`config.mk`:
```
export PLATFORM = sky130hd
export DESIGN_NAME = uart_cmd_parser
export DESIGN_NICKNAME = d
export VERILOG_FILES = /design/src/rtl/uart_cmd_parser_pkg.sv /design/src/rtl/uart_cmd_parser_timeout.sv /design/src/rtl/uart_cmd_parser.sv
export SDC_FILE = /design/constraint.sdc
export NUM_CORES = 1
export LEC_CHECK = 0
export CELL_PAD_IN_SITES_DETAIL_PLACEMENT = 0
export CELL_PAD_IN_SITES_GLOBAL_PLACEMENT = 1
export CORE_AREA = 4 4 150 152
export DETAILED_ROUTE_END_ITERATION = 10
export DIE_AREA = 0 0 154 156
export PLACE_DENSITY = 0.71
export SLEW_MARGIN = 15
export SYNTH_ARGS = -nofsm -noshare
export SYNTH_HDL_FRONTEND = slang
export SYNTH_SLANG_ARGS = --single-unit
```
`constraint.sdc`:
```
create_clock -name clk -period 4.2 [get_ports clk]
set_input_delay 0.42 -clock clk [delete_from_list [all_inputs] [get_ports clk]]
set_output_delay 0.42 -clock clk [all_outputs]
set_load 0.02 [all_outputs]
```
`src/rtl/uart_cmd_parser_pkg.sv`:
```
// Shared definitions for the UART host-command parser: FSM states,
// default header bytes, command ids used by the config registers, and
// the acknowledge byte constants.
package uart_cmd_parser_pkg;

  typedef enum logic [2:0] {
    S_IDLE,
    S_HDR1,
    S_CMD,
    S_LEN,
    S_PAY,
    S_CHK
  } state_t;

  localparam logic [7:0] HDR0_DEF        = 8'h55;
  localparam logic [7:0] HDR1_DEF        = 8'hAA;
  localparam int         MAX_LEN_DEF     = 8;
  localparam int         TIMEOUT_CYC_DEF = 25800;

  localparam logic [7:0] CMD_SET_THRESH  = 8'h01;
  localparam logic [7:0] CMD_SET_WINDOW  = 8'h02;

  localparam logic [7:0] ACK_OK_MASK     = 8'h80;
  localparam logic [7:0] ACK_ERR         = 8'hEE;

  // Ack byte returned to the host for an accepted command.
  function automatic logic [7:0] ack_for_cmd(input logic [7:0] id);
    return id ^ ACK_OK_MASK;
  endfunction

endpackage

```
`src/rtl/uart_cmd_parser_timeout.sv`:
```
// uart_byte_timeout: inter-byte timeout as a loadable down-counter.
// The window restarts on every received byte and whenever the parser is
// idle; expire is raised on the last cycle of a full silent window,
// unless a byte arrives in that same cycle.
module uart_byte_timeout #(
  parameter int CYC = 25800
) (
  input  logic clk,
  input  logic reset,
  input  logic clear,
  input  logic run,
  output logic expire
);

  localparam int              W    = $clog2(CYC + 1);
  localparam logic [W-1:0]    LOAD = W'(CYC - 1);

  logic [W-1:0] cnt;

  // Reload on each byte or while idle, otherwise count down to terminal count.
  always_ff @(posedge clk or negedge reset) begin
    if (!reset) begin
      cnt <= LOAD;
    end else if (clear || !run) begin
      cnt <= LOAD;
    end else if (cnt != '0) begin
      cnt <= cnt - 1'b1;
    end
  end

  assign expire = run && !clear && (cnt == '0);

endmodule

```
`src/rtl/uart_cmd_parser.sv`:
```
// uart_cmd_parser: decodes framed host commands from the UART receive
// byte stream: HDR0 HDR1 CMD LEN P0..P(LEN-1) CHK, CHK = CMD+LEN+sum(P).
// Good frames give a one-cycle cmd_valid with held id/len/payload; bad
// frames give one-cycle error pulses and bump a saturating err_cnt.
// Optional build macro UART_CMD_ACK_EN adds a one-deep acknowledge path
// (tx_busy in, ack_data/ack_en out).
//
// state  | meaning
// S_IDLE | hunting for HDR0
// S_HDR1 | HDR0 seen, expecting HDR1 (repeated HDR0 resyncs here)
// S_CMD  | next byte is the command id
// S_LEN  | next byte is the payload length
// S_PAY  | collecting payload bytes
// S_CHK  | next byte is the checksum
module uart_cmd_parser
  import uart_cmd_parser_pkg::*;
#(
  parameter int         MAX_LEN     = MAX_LEN_DEF,
  parameter logic [7:0] HDR0        = HDR0_DEF,
  parameter logic [7:0] HDR1        = HDR1_DEF,
  parameter int         TIMEOUT_CYC = TIMEOUT_CYC_DEF
) (
  input  logic                   clk,
  input  logic                   reset,
  input  logic [7:0]             rx_data,
  input  logic                   rx_en,
`ifdef UART_CMD_ACK_EN
  input  logic                   tx_busy,
  output logic [7:0]             ack_data,
  output logic                   ack_en,
`endif
  output logic                   cmd_valid,
  output logic [7:0]             cmd_id,
  output logic [4:0]             cmd_len,
  output logic [MAX_LEN*8-1:0]   cmd_payload,
  output logic                   err_chk,
  output logic                   err_len,
  output logic                   err_timeout,
  output logic [7:0]             err_cnt
);

  state_t                    state;
  logic [7:0]                cmd_cur;
  logic [7:0]                sum;
  logic [4:0]                len;
  logic [3:0]                idx;
  logic [MAX_LEN-1:0][7:0]   pay_buf;
  logic                      expire;
  logic                      good_d;
  logic                      bad_chk_d;
  logic                      bad_len_d;
  logic                      any_err_d;

  uart_byte_timeout #(.CYC(TIMEOUT_CYC)) u_timeout (
    .clk    (clk),
    .reset  (reset),
    .clear  (rx_en),
    .run    (state != S_IDLE),
    .expire (expire)
  );

  // Decide frame outcome for the byte being presented this cycle.
  always_comb begin
    good_d    = 1'b0;
    bad_chk_d = 1'b0;
    bad_len_d = 1'b0;
    if (rx_en) begin
      case (state)
        S_LEN:   bad_len_d = (rx_data > 8'(MAX_LEN));
        S_CHK: begin
          good_d    = (rx_data == sum);
          bad_chk_d = (rx_data != sum);
        end
        default: ;
      endcase
    end
    any_err_d = bad_chk_d | bad_len_d | expire;
  end

  // Frame FSM, payload buffer and registered command/error outputs.
  always_ff @(posedge clk or negedge reset) begin
    if (!reset) begin
      state       <= S_IDLE;
      cmd_cur     <= '0;
      sum         <= '0;
      len         <= '0;
      idx         <= '0;
      pay_buf     <= '0;
      cmd_valid   <= 1'b0;
      cmd_id      <= '0;
      cmd_len     <= '0;
      cmd_payload <= '0;
      err_chk     <= 1'b0;
      err_len     <= 1'b0;
      err_timeout <= 1'b0;
      err_cnt     <= '0;
    end else begin
      cmd_valid   <= good_d;
      err_chk     <= bad_chk_d;
      err_len     <= bad_len_d;
      err_timeout <= expire;
      if (any_err_d && (err_cnt != 8'hFF)) begin
        err_cnt <= err_cnt + 8'd1;
      end
      if (good_d) begin
        cmd_id      <= cmd_cur;
        cmd_len     <= len;
        cmd_payload <= pay_buf;
      end

      if (expire) begin
        state <= S_IDLE;
      end else if (rx_en) begin
        case (state)
          S_IDLE: begin
            if (rx_data == HDR0) state <= S_HDR1;
          end
          S_HDR1: begin
            if (rx_data == HDR1)      state <= S_CMD;
            else if (rx_data != HDR0) state <= S_IDLE;
          end
          S_CMD: begin
            cmd_cur <= rx_data;
            sum     <= rx_data;
            pay_buf <= '0;
            idx     <= '0;
            state   <= S_LEN;
          end
          S_LEN: begin
            if (bad_len_d) begin
              state <= S_IDLE;
            end else begin
              len   <= rx_data[4:0];
              sum   <= sum + rx_data;
              state <= (rx_data == 8'd0) ? S_CHK : S_PAY;
            end
          end
          S_PAY: begin
            for (int i = 0; i < MAX_LEN; i++) begin
              if (idx == i[3:0]) pay_buf[i] <= rx_data;
            end
            idx <= idx + 4'd1;
            sum <= sum + rx_data;
            if ({1'b0, idx} == (len - 5'd1)) state <= S_CHK;
          end
          S_CHK:   state <= S_IDLE;
          default: state <= S_IDLE;
        endcase
      end
    end
  end

`ifdef UART_CMD_ACK_EN
  logic       ack_pend;
  logic [7:0] ack_val;

  // One-entry ack slot: send when the transmitter is free, newest wins.
  always_ff @(posedge clk or negedge reset) begin
    if (!reset) begin
      ack_pend <= 1'b0;
      ack_val  <= '0;
      ack_en   <= 1'b0;
      ack_data <= '0;
    end else begin
      ack_en <= 1'b0;
      if (ack_pend && !tx_busy) begin
        ack_en   <= 1'b1;
        ack_data <= ack_val;
        ack_pend <= 1'b0;
      end
      if (cmd_valid || err_chk) begin
        ack_pend <= 1'b1;
        ack_val  <= cmd_valid ? ack_for_cmd(cmd_id) : ACK_ERR;
      end
    end
  end
`endif

endmodule
```
==> reports/qor.log, run 1 <==
[synthesis] Yosys reg bits 196
[power] switching component of the power 0.00111 W
[place] total placed cells including tap cells 1234
[power] combinational share of power 12.1%
[hold_path] Worst Hold Class in -> async
[setup_path] number of buffer and inverter stages on the critical path 0
[clock_tree] CTS sink cnt 196
[power] peak supply drop 0.295 mV
[place] HPWL after detailed placement 13300 µm
[synthesis] portion of the post-synthesis area used by sequential elements 58.9%
[clock_tree] number of buffers created by CTS 17
[synthesis] number of instances in the synthesized netlist 889
[detailed_routing] Antenna Nets Post-Route 0
[clock_tree] deepest clock path buffer count 2
[global_route] Overflow after GRT 0
[global_route] via count of the first global-routing pass 6306
[detailed_routing] total wire length 20400 µm
[power] fraction of power consumed by sequential logic 49.7%
[setup_path] Slowest-stage cell, CP sky130_fd_sc_hd__or4_4
[synthesis] Yosys top cell area share 56.4%
[detailed_routing] post-route DRC violation count 0
[setup_path] worst setup path class reg -> reg
[clock_tree] CTS Hold Buffers Added 0
[power] power density over the cells 401 nW/µm²
[synthesis] top post-synthesis cells by area sky130_fd_sc_hd__dfrtp_1, sky130_fd_sc_hd__nand2_1, sky130_fd_sc_hd__o21ai_0
[sta] Fmax 348 MHz
[synthesis] netlist area before placement 8350 µm²
[outcome] run status finished clean
[finish] Layout Cells excl Fill 1266
[finish] flip-flop and latch area 4910 µm²
[setup_path] Setup crit start kind flip-flop
[floorplan] Die Span Y 156 µm
[sta] Worst Max-Slew Pin Slew 0.908 ns
[clock_tree] Post-CTS Resized 0
[floorplan] die footprint 24000 µm²
[run] # Max-Cap Violations 0
[synthesis] async set-reset flop share out of synthesis 100%
[synthesis] synthesized area per cell 9.39 µm²
[sta] time the worst path needs with I/O delays and setup 2.87 ns
[synthesis] most used flip-flop cell after synthesis sky130_fd_sc_hd__dfrtp_1
[sta] RSZ-0062 raised after global routing false
[finish] Area growth syn-to-layout 22.6%
[setup_path] Critical Path Sink Type flip-flop
[finish] total inserted antenna cells 0
[floorplan] Ports 100
[setup_path] Max FO, Critical Path 10
[sta] Max-Slew Margin vs Limit 39.5%
[sta] Final period util 68.3%
[synthesis] number of flops mapped to enable cells by yosys 0
[detailed_routing] total vias in the final route 6279
[clock_tree] Skew-Pair Late Insertion Delay 0.43 ns
[clock_tree] clock-pin transition on the worst setup and hold timing paths 0.07 ns
[setup_path] Largest delay share family, worst path simple AND/OR/NAND/NOR gates
[setup_path] critical path's largest stage delay 0.56 ns
[synthesis] yosys warns 0
[power] proportion of power drawn by the clock network 38.3%
[global_route] global-route wire length before repair 33700 µm
[place] GPL Wtd Cong 0.886
[global_route] maximum number of pins on one net before global-route repair 111
[finish] final design instance area without fill 10200 µm²
[floorplan] number of placement rows 53
[setup_path] critical path, cell by cell or4_4 > or4_4 > nor3_4 > nor3_1 > a31oi_4 > mux2_2
[synthesis] Netlist cell types 49
[sta] TNS Setup 0 ns
[floorplan] area of the core 21000 µm²
[clock_tree] TritonCTS clock tree built
[power] reported leakage power 4.83 nW
[floorplan] Die X-Extent 154 µm
[global_route] number of antenna violations at the first check in global routing 0
[finish] Fill cells 2011
[setup_path] most common cell type on the critical path sky130_fd_sc_hd__or4_4
[detailed_routing] DRC violation total after the first TritonRoute iteration 299
[clock_tree] buffer count from post-CTS setup fixing 0
[detailed_routing] average detailed-routed wire length per instance 16.2 µm
[finish] multi-input gate area in the final layout 3230 µm²
[place] number of port buffers 99
[synthesis] largest area contributor in the netlist sky130_fd_sc_hd__dfrtp_1
[detailed_routing] post-detailed-route via-to-cell ratio 4.96
[sta] Setup violations, final 0
[floorplan] Initial Utilization 39.7%
[global_route] aggregate global-route resource usage 17.6%
[sta] Final Hold Viols 0
[clock_tree] root buffer selected by CTS sky130_fd_sc_hd__clkbuf_16
[detailed_routing] count of TritonRoute iterations in the first routing pass 4
[finish] fraction of final layout cells with drive strength greater than 1 7.06%
[place] instance area after placement 9660 µm²
[synthesis] number of nets in the synthesized netlist 915
[power] Pint 0.00300 W
[setup_path] endpoint arrival time on the critical path 3.18 ns
[sta] Max Clock Skew 0.0119 ns
[clock_tree] total number of H-tree levels 4
[sta] Slew Limit Fails 0
[finish] Final nets 1004
[setup_path] required time at the worst-slack endpoint 4.51 ns
[power] net switching share of the total power 26.9%
through the flow:
| step | utilization [%] | power (W) | setup WS (ns) | hold slack (ns) |
|---|---|---|---|---|
| floorplan | - | 0.00240 | 1.64 | 0.124 |
| global placement | 45.9 | 0.00257 | 1.24 | 0.446 |
| detailed placement | 45.9 | 0.00257 | 1.24 | 0.453 |
| CTS | 48.7 | 0.00415 | 1.34 | 0.142 |
| global route | 48.7 | 0.00430 | 1.24 | 0.171 |
| finish | 48.7 | 0.00411 | 1.33 | 0.102 |
kinds of logic (layout without fill, tap and decap cells):
kind of cell	after synthesis	count (layout)	synth area share, %
fa+ha+maj	15	15	2.34
buf+inv	59	161	2.65
compound gates	124	124	8.49
flops	196	196	58.9
simple gates	455	455	23.2
mux	12	12	1.48
xor+xnor	28	28	2.94
final timing paths:
path	slack [ns]	start	cells after the start	end
max	1.33	u_timeout.cnt[9]$_DFFE_PN0N_	6	err_cnt[1]$_DFFE_PN0P_
min in group clk	0.46	pay_buf[27]$_DFFE_PN0P_	2	cmd_payload[27]$_DFFE_PN0P_
min	0.10	reset	1	cmd_payload[49]$_DFFE_PN0P_
max reg2reg	1.33	u_timeout.cnt[9]$_DFFE_PN0N_	6	err_cnt[1]$_DFFE_PN0P_
min reg2reg	0.46	pay_buf[27]$_DFFE_PN0P_	2	cmd_payload[27]$_DFFE_PN0P_
max in group asynchronous	3.09	reset	2	u_timeout.cnt[6]$_DFFE_PN1N_
sequential cells by signal (all words and copies together), names as in the netlist, 4 cells and up:
register       count
idx                4
cmd_len            5
cmd_payload       64
cmd_id             8
pay_buf           64
sum                8
u_timeout.cnt     15
err_cnt            8
cmd_cur            8
len                5
routing by layer:
metal	part of all wire [%]	GRT usage, %	wire [µm]	vias to the layer above
li1	-	-	-	3110
met1	46	23.2	9420	3041
met2	48	29.4	9880	114
met3	4.4	4.11	898	14
met4	1.2	4.79	243	0
met5	0	0	0	-
power by group through the flow:
stage	Clock (W)	Sequential, W	Combinational, W
3_5_place_dp	0	0.00207	0.000499
4_1_cts	0.00161	0.00204	0.000502
3_3_place_gp	0	0.00207	0.000494
2_1_floorplan	0	0.00205	0.000346
6_report	0.00157	0.00204	0.000496
5_1_grt	0.00169	0.00205	0.000564
cell usage in the layout (no fill, tap or decap), drive strengths merged, types with 4 or more instances in the layout:
| cell | synthesis | final |
|---|---|---|
| xor2 | 8 | 8 |
| clkinv | 0 | 4 |
| nand2b | 9 | 9 |
| a21oi | 19 | 19 |
| inv | 15 | 18 |
| nor2b | 7 | 7 |
| and3 | 4 | 4 |
| nand2 | 322 | 322 |
| nor3 | 17 | 17 |
| o21ai | 83 | 83 |
| dfstp | 8 | 8 |
| clkinvlp | 0 | 4 |
| nand3 | 48 | 48 |
| nand4 | 4 | 4 |
| dfrtp | 188 | 188 |
| nor2 | 24 | 24 |
| clkbuf | 37 | 22 |
| mux2i | 9 | 9 |
| ha | 14 | 14 |
| buf | 7 | 15 |
| clkdlybuf4s50 | 0 | 98 |
| xnor2 | 20 | 20 |
| nor4 | 8 | 8 |
Yosys cell counts (all sizes together) (2+ instances only):
master,count
ha,14
o31ai,2
and4,2
mux2,3
or4,3
nand3,48
nor3,17
and3,4
a21oi,19
o21ai,83
dfstp,8
o21bai,3
nand2b,9
mux2i,9
clkbuf,37
nand3b,2
nor2,24
inv,15
dfrtp,188
xnor2,20
o41ai,3
a211o,2
nand2,322
xor2,8
nor4,8
nand4,4
nor2b,7
buf,7
layout make-up:
| class | instances | share of cell area (%) |
|---|---|---|
| Multi-Input combinational cell | 634 | 31.5 |
| Timing Repair Buffer | 114 | 10.9 |
| Clock buffer | 21 | 4.69 |
| Sequential cell | 196 | 48.0 |
| Inverter | 15 | 0.550 |
| Tap cell | 275 | 3.36 |
| Clock inverter | 11 | 0.905 |
Power figures use the tool's default switching activity.
==> run 2, diff against run 1 <==
--- a/config.mk
+++ b/config.mk
@@ -7,10 +7,10 @@
 export LEC_CHECK = 0
 export CELL_PAD_IN_SITES_DETAIL_PLACEMENT = 0
 export CELL_PAD_IN_SITES_GLOBAL_PLACEMENT = 1
-export CORE_AREA = 4 4 150 152
+export CORE_AREA = 4 4 152 154
 export DETAILED_ROUTE_END_ITERATION = 10
-export DIE_AREA = 0 0 154 156
-export PLACE_DENSITY = 0.71
+export DIE_AREA = 0 0 156 158
+export PLACE_DENSITY = 0.72
 export SLEW_MARGIN = 15
 export SYNTH_ARGS = -nofsm -noshare
 export SYNTH_HDL_FRONTEND = slang
==> constraint.sdc (replaced) <==
create_clock -name clk -period 2.5 [get_ports clk]
set_input_delay 0.25 -clock clk [delete_from_list [all_inputs] [get_ports clk]]
set_output_delay 0.25 -clock clk [all_outputs]
set_load 0.02 [all_outputs]
==> run 2 against run 1 <==
  * Clock skew fell by 0.0018 ns
  * Register-to-register slack got worse by 1.3 ns
  * Fmax rose by 18%
  * Cell area rose by 5.2%
  * Global-route usage rose by 0.12 points
==> reports/qor.log, run 2 (synthesis results as in run 1) <==
[finish] fraction of final layout cells with drive strength greater than 1 11.5% [was 7.06%]
[power] proportion of power drawn by the clock network 40.7% [was 38.3%]
[finish] Final nets 1050 [was 1004]
[clock_tree] Skew-Pair Late Insertion Delay 0.43 ns [about the same]
[setup_path] Max FO, Critical Path 7 [was 10]
[global_route] global routing usage on met2 28.6% [was 29.4%]
[sta] Slew Limit Fails 0 [unchanged]
[detailed_routing] average detailed-routed wire length per instance 15.7 µm [was 16.2 µm]
[sta] time the worst path needs with I/O delays and setup 2.44 ns [was 2.87 ns]
[global_route] aggregate global-route resource usage 17.7% [was 17.6%]
[floorplan] area of the core 21700 µm² [was 21000 µm²]
[power] fraction of power consumed by sequential logic 46.2% [was 49.7%]
[setup_path] required time at the worst-slack endpoint 2.82 ns [was 4.51 ns]
[global_route] number of antenna violations at the first check in global routing 0 [unchanged]
[sta] Setup violations, final 0 [unchanged]
[floorplan] Die Span Y 158 µm [was 156 µm]
[detailed_routing] total vias in the final route 6492 [was 6279]
[setup_path] Critical Path Sink Type flip-flop [unchanged]
[place] number of port buffers 99 [unchanged]
[floorplan] number of placement rows 54 [was 53]
[clock_tree] total number of H-tree levels 4 [unchanged]
[global_route] maximum number of pins on one net before global-route repair 61 [was 111]
[hold_path] Worst Hold Class in -> async [unchanged]
[place] total placed cells including tap cells 1282 [was 1234]
[clock_tree] CTS sink cnt 196 [unchanged]
[finish] Area growth syn-to-layout 29.0% [was 22.6%]
[global_route] Overflow after GRT 0 [unchanged]
[sta] Max Clock Skew 0.0101 ns [was 0.0119 ns]
[clock_tree] deepest clock path buffer count 2 [unchanged]
[global_route] met1 capacity usage during global routing 24.9% [was 23.2%]
[sta] Final period util 97.5% [was 68.3%]
[finish] multi-input gate area in the final layout 3260 µm² [was 3230 µm²]
[run] # Max-Cap Violations 0 [unchanged]
[global_route] global-route wire length before repair 34400 µm [was 33700 µm]
[clock_tree] root buffer selected by CTS sky130_fd_sc_hd__clkbuf_16 [unchanged]
[finish] final design instance area without fill 10800 µm² [was 10200 µm²]
[power] Pint 0.00544 W [was 0.00300 W]
[clock_tree] clock-pin transition on the worst setup and hold timing paths 0.08 ns [was 0.07 ns]
[global_route] met3 usage 3.39% [was 4.11%]
[detailed_routing] post-route DRC violation count 0 [unchanged]
[global_route] peak-usage layer in the global routing report met2 [unchanged]
[detailed_routing] post-detailed-route via-to-cell ratio 4.93 [was 4.96]
[finish] leading cell types in the layout, fill and taps excluded sky130_fd_sc_hd__nand2_1, sky130_fd_sc_hd__dfrtp_1, sky130_fd_sc_hd__clkdlybuf4s50_1 [unchanged]
[power] peak supply drop 0.475 mV [was 0.295 mV]
[floorplan] Initial Utilization 38.5% [was 39.7%]
[finish] most common library cell in the layout ignoring fill and taps sky130_fd_sc_hd__nand2_1 [unchanged]
[setup_path] worst setup path class reg -> reg [unchanged]
[clock_tree] TritonCTS clock tree built [unchanged]
[finish] total inserted antenna cells 0 [unchanged]
[floorplan] die footprint 24600 µm² [was 24000 µm²]
[power] power density over the cells 683 nW/µm² [was 401 nW/µm²]
[power] switching component of the power 0.00192 W [was 0.00111 W]
[clock_tree] number of buffers created by CTS 17 [unchanged]
[finish] flip-flop and latch area 4910 µm² [unchanged]
[sta] RSZ-0062 raised after global routing true [was false]
[sta] Final Hold Viols 0 [unchanged]
[global_route] via count of the first global-routing pass 6446 [was 6306]
[floorplan] Ports 100 [unchanged]
[sta] TNS Setup 0 ns [unchanged]
[detailed_routing] count of TritonRoute iterations in the first routing pass 4 [unchanged]
[finish] Fill cells 2056 [was 2011]
[power] reported leakage power 5.14 nW [was 4.83 nW]
[place] instance area after placement 10100 µm² [was 9660 µm²]
[setup_path] endpoint arrival time on the critical path 2.76 ns [was 3.18 ns]
[detailed_routing] Antenna Nets Post-Route 0 [unchanged]
[place] GPL Wtd Cong 0.815 [was 0.886]
[detailed_routing] total wire length 20700 µm [was 20400 µm]
[sta] Worst Max-Slew Pin Slew 1.02 ns [was 0.908 ns]
[finish] leading registers by flop count cmd_payload x64, pay_buf x64, u_timeout.cnt x15 [unchanged]
[detailed_routing] DRC violation total after the first TritonRoute iteration 370 [was 299]
[setup_path] Setup crit start kind flip-flop [unchanged]
[power] net switching share of the total power 26.1% [was 26.9%]
[floorplan] Die X-Extent 156 µm [was 154 µm]
[sta] Max-Slew Margin vs Limit 31.8% [was 39.5%]
[sta] Fmax 410 MHz [was 348 MHz]
[outcome] run status finished clean [unchanged]
[finish] Layout Cells excl Fill 1317 [was 1266]
[power] combinational share of power 13.1% [was 12.1%]
[place] HPWL after detailed placement 13800 µm [was 13300 µm]
[run 2: cell count changes in the layout (fill, tap and decap cells not counted), sizes merged]
cell	previous run	this run
dlygate4sd3	0	1
bufinv	0	4
clkbuf	22	18
clkinvlp	4	1
inv	18	21
buf	15	60
[run 2: area by class of cell]
type                    instances  share of cell area (%)
clock buffers                  17                    3.95
clock inverters                15                    2.05
inverters                      15                   0.523
repair buffers                160                    14.3
multi-input cells             634                    30.3
flip-flops and latches        196                    45.7
well taps                     280                    3.26
[run 2: final timing paths]
check	cells after the start	start	endpoint	slack (ns)
worst max-delay path	7	u_timeout.cnt[5]$_DFFE_PN0N_	err_cnt[1]$_DFFE_PN0P_	0.06
worst min-delay path	2	reset	cmd_payload[42]$_DFFE_PN0P_	0.38
worst max register to register	7	u_timeout.cnt[5]$_DFFE_PN0N_	err_cnt[1]$_DFFE_PN0P_	0.06
worst min register to register	2	pay_buf[27]$_DFFE_PN0P_	cmd_payload[27]$_DFFE_PN0P_	0.47
max in group asynchronous	3	reset	pay_buf[51]$_DFFE_PN0P_	1.35
min in group clk	2	pay_buf[27]$_DFFE_PN0P_	cmd_payload[27]$_DFFE_PN0P_	0.47
[run 2: through the flow]
stage | setup WS, ns | power (W) | utilization (%) | hold WS (ns)
finish | 0.0616 | 0.00736 | 49.6 | 0.375
global route | -0.0499 | 0.00772 | 49.6 | 0.413
CTS | -0.0102 | 0.00743 | 49.6 | 0.385
detailed placement | -0.00121 | 0.00442 | 46.4 | 0.282
global placement | 0.0153 | 0.00439 | 46.4 | 0.286
floorplan | 0.000506 | 0.00403 | - | -0.0456
[run 2: power by group through the flow]
stage	logic (W)	clock network [W]	registers, W
final	0.000963	0.00299	0.00340
after global routing	0.00109	0.00321	0.00341
after CTS	0.000967	0.00307	0.00340
after detailed placement	0.000958	0	0.00346
after global placement	0.000940	0	0.00345
after floorplan	0.000581	0	0.00345
[run 2: timing repair]
item                                    CTS  global route
setup buffers                             2             0
gates resized for setup                   4             4
pin swaps                                 4             4
endpoints found under the setup margin    2            13
endpoints found under the hold margin    57             0
hold buffers                              1             0
[run 2: critical path: stages (launching register included)]
cell	delay [ns]
sky130_fd_sc_hd__dfrtp_1	0.38
sky130_fd_sc_hd__or4_4	0.53
sky130_fd_sc_hd__or3_4	0.40
sky130_fd_sc_hd__nor3_4	0.21
sky130_fd_sc_hd__buf_6	0.14
sky130_fd_sc_hd__nor3_4	0.05
sky130_fd_sc_hd__a31oi_4	0.27
sky130_fd_sc_hd__mux2_4	0.33
[run 2: routing by layer]
metal | vias to the layer above | part of all wire, % | wire, µm
met5 | - | 0 | 0
met4 | 0 | 1.1 | 226
met3 | 21 | 4.4 | 913
met2 | 121 | 47 | 9830
met1 | 3129 | 47 | 9770
li1 | 3221 | - | -
==> run 3, diff against run 2 <==
--- a/config.mk
+++ b/config.mk
@@ -11,6 +11,7 @@
 export DETAILED_ROUTE_END_ITERATION = 10
 export DIE_AREA = 0 0 156 158
 export PLACE_DENSITY = 0.72
+export RECOVER_POWER = 25
 export SLEW_MARGIN = 15
 export SYNTH_ARGS = -nofsm -noshare
 export SYNTH_HDL_FRONTEND = slang
==> run 3 against run 2 <==
  * The flow now finishes with violations (max-capacitance violations, max-slew violations)
  * Critical path depth unchanged
  * Worst setup slack about the same
  * Global-route usage stayed put
  * Non-clock buffer count is the same
  * Combinational power decreased by 0.6%
  * First-iteration DRC count increased by 3.0%
  * Cell count unchanged
  * Worst hold slack improved by 0.096 ns
  * Clock power about the same
==> reports/qor.log, run 3 (synthesis results as in run 1) <==
[outcome] run status finished with violations [was finished clean]
[outcome] failing checks max-capacitance violations, max-slew violations
[global_route] via count of the first global-routing pass 6446 [unchanged]
[sta] RSZ-0062 raised after global routing true [unchanged]
[global_route] maximum number of pins on one net before global-route repair 61 [unchanged]
[finish] fraction of final layout cells with drive strength greater than 1 11.5% [unchanged]
[sta] Slew Limit Fails 61 [was 0]
[global_route] met3 usage 3.39% [unchanged]
[clock_tree] clock-pin transition on the worst setup and hold timing paths 0.08 ns [about the same]
[global_route] Overflow after GRT 0 [unchanged]
[power] reported leakage power 5.13 nW [was 5.14 nW]
[run] # Max-Cap Violations 1 [was 0]
[setup_path] Largest delay share family, worst path simple AND/OR/NAND/NOR gates [unchanged]
[setup_path] critical path, cell by cell or4_4 > or3_4 > nor3_4 > buf_6 > nor3_4 > a31oi_4 > mux2_4 [unchanged]
[global_route] peak-usage layer in the global routing report met2 [unchanged]
[global_route] aggregate global-route resource usage 17.7% [unchanged]
[clock_tree] TritonCTS clock tree built [unchanged]
[setup_path] critical path's largest stage delay 0.53 ns [about the same]
[power] peak supply drop 0.473 mV [was 0.475 mV]
[setup_path] Max FO, Critical Path 7 [unchanged]
[detailed_routing] count of TritonRoute iterations in the first routing pass 6 [was 4]
[place] placement-stage worst setup slack -0.00121 ns [unchanged]
[finish] Area growth syn-to-layout 28.7% [was 29.0%]
[sta] Final Hold Viols 0 [unchanged]
[sta] Setup violations, final 0 [unchanged]
[detailed_routing] DRC violation total after the first TritonRoute iteration 381 [was 370]
[setup_path] number of buffer and inverter stages on the critical path 1 [unchanged]
[clock_tree] root buffer selected by CTS sky130_fd_sc_hd__clkbuf_16 [unchanged]
[setup_path] Critical Path Sink Type flip-flop [unchanged]
[floorplan] number of placement rows 54 [unchanged]
[detailed_routing] average detailed-routed wire length per instance 15.8 µm [was 15.7 µm]
[clock_tree] CTS sink cnt 196 [unchanged]
[setup_path] Slowest-stage cell, CP sky130_fd_sc_hd__or4_4 [unchanged]
[setup_path] Setup crit start kind flip-flop [unchanged]
[detailed_routing] post-route DRC violation count 0 [unchanged]
[finish] Final nets 1050 [unchanged]
[sta] worst hold slack 0.471 ns [was 0.375 ns]
[floorplan] Die Span Y 158 µm [unchanged]
[detailed_routing] post-detailed-route via-to-cell ratio 4.92 [was 4.93]
[finish] most common library cell in the layout ignoring fill and taps sky130_fd_sc_hd__nand2_1 [unchanged]
[sta] Final period util 97.5% [about the same]
[floorplan] Die X-Extent 156 µm [unchanged]
[sta] Worst Setup Slack, final 0.0615 ns [was 0.0616 ns]
[place] total placed cells including tap cells 1282 [unchanged]
[place] number of port buffers 99 [unchanged]
[clock_tree] number of buffers created by CTS 17 [unchanged]
[finish] leading registers by flop count cmd_payload x64, pay_buf x64, u_timeout.cnt x15 [unchanged]
[sta] Max-Slew Margin vs Limit -3.88% [was 31.8%]
[sta] Max Clock Skew 0.0109 ns [was 0.0101 ns]
[finish] total inserted antenna cells 0 [unchanged]
[global_route] global-route wire length before repair 34400 µm [unchanged]
[clock_tree] total number of H-tree levels 4 [unchanged]
[setup_path] most common cell type on the critical path sky130_fd_sc_hd__nor3_4 [unchanged]
[floorplan] die footprint 24600 µm² [unchanged]
[global_route] met1 capacity usage during global routing 24.9% [unchanged]
[place] HPWL after detailed placement 13800 µm [unchanged]
[global_route] number of antenna violations at the first check in global routing 0 [unchanged]
[floorplan] Ports 100 [unchanged]
[place] GPL Wtd Cong 0.815 [unchanged]
[setup_path] endpoint arrival time on the critical path 2.76 ns [about the same]
[floorplan] Initial Utilization 38.5% [unchanged]
[setup_path] required time at the worst-slack endpoint 2.82 ns [about the same]
[finish] Layout Cells excl Fill 1317 [unchanged]
[setup_path] worst setup path class reg -> reg [unchanged]
[clock_tree] deepest clock path buffer count 2 [unchanged]
[finish] leading cell types in the layout, fill and taps excluded sky130_fd_sc_hd__nand2_1, sky130_fd_sc_hd__dfrtp_1, sky130_fd_sc_hd__clkdlybuf4s50_1 [unchanged]
[floorplan] area of the core 21700 µm² [unchanged]
[sta] Fmax 410 MHz [about the same]
[power] Design Power 0.00735 W [was 0.00736 W]
[hold_path] Worst Hold Class reg -> reg [was in -> async]
[clock_tree] Skew-Pair Late Insertion Delay 0.44 ns [was 0.43 ns]
[global_route] global routing usage on met2 28.6% [unchanged]
[detailed_routing] Antenna Nets Post-Route 0 [unchanged]
[detailed_routing] total vias in the final route 6484 [was 6492]
[sta] Worst Max-Slew Pin Slew 1.56 ns [was 1.02 ns]
[power] power density over the cells 685 nW/µm² [was 683 nW/µm²]
[sta] time the worst path needs with I/O delays and setup 2.44 ns [about the same]
[detailed_routing] total wire length 20800 µm [was 20700 µm]
==> run 3: cell counts in the layout (fill, tap and decap cells not counted) <==
Identical to the previous run, type by type.
==> run 3: layer usage <==
| layer | share of wire (%) | vias up | wire length (µm) |
|---|---|---|---|
| met5 | 0 | - | 0 |
| met4 | 0.87 | 0 | 180 |
| met3 | 3.8 | 15 | 797 |
| met2 | 48 | 117 | 9870 |
| met1 | 48 | 3134 | 9930 |
| li1 | - | 3218 | - |
==> run 3: power by group <==
group	total, W	switching [W]	leakage [nW]	internal (W)
Clock	0.00300	0.00129	0.315	0.00171
Sequential	0.00340	0.000105	2.68	0.00329
Combinational	0.000957	0.000527	2.14	0.000430
Total	0.00735	0.00192	5.13	0.00543
==> run 3: timing repair <==
| item | CTS | global route |
|---|---|---|
| endpoints found under the setup margin | 2 | 13 |
| pin swaps | 4 | 4 |
| resized for setup | 4 | 4 |
| setup buffers | 2 | 0 |
| hold buffers | 1 | 0 |
| hold endpoints to repair | 57 | 0 |
==> run 3: path summary, 6_finish.rpt <==
path	start	endpoint	slack, ns	cells after the start
min in group asynchronous	reset	cmd_payload[48]$_DFFE_PN0P_	0.75	2
worst min-delay path	pay_buf[18]$_DFFE_PN0P_	cmd_payload[18]$_DFFE_PN0P_	0.47	2
worst min register to register	pay_buf[18]$_DFFE_PN0P_	cmd_payload[18]$_DFFE_PN0P_	0.47	2
worst max-delay path	u_timeout.cnt[5]$_DFFE_PN0N_	err_cnt[1]$_DFFE_PN0P_	0.06	7
worst max register to register	u_timeout.cnt[5]$_DFFE_PN0N_	err_cnt[1]$_DFFE_PN0P_	0.06	7
max in group asynchronous	reset	pay_buf[55]$_DFFE_PN0P_	0.49	3
==> run 3: worst register-to-register path: stages, from the launching register on <==
cell	delay [ns]
sky130_fd_sc_hd__dfrtp_1	0.38
sky130_fd_sc_hd__or4_4	0.53
sky130_fd_sc_hd__or3_4	0.40
sky130_fd_sc_hd__nor3_4	0.21
sky130_fd_sc_hd__buf_6	0.14
sky130_fd_sc_hd__nor3_4	0.05
sky130_fd_sc_hd__a31oi_4	0.28
sky130_fd_sc_hd__mux2_4	0.33
==> run 3: final cells by class <==
class / count / area [µm²]
clock inverter: 15 / 220
multi-input combinational: 634 / 3260
sequential: 196 / 4910
tap: 280 / 350
inverter: 15 / 56.3
timing repair buffer: 160 / 1510
clock buffer: 17 / 425
fill: 2057 / 11000
==> run 3: through the flow <==
step / setup TNS [ns] / instance area (µm²) / utilization [%]
6_report: 0 / 10700 / 49.5
5_1_grt: -0.214 / 10700 / 49.5
4_1_cts: -0.0102 / 10800 / 49.6
3_5_place_dp: -0.00121 / 10100 / 46.4
3_3_place_gp: 0 / 10100 / 46.4
2_1_floorplan: 0 / 8360 / -
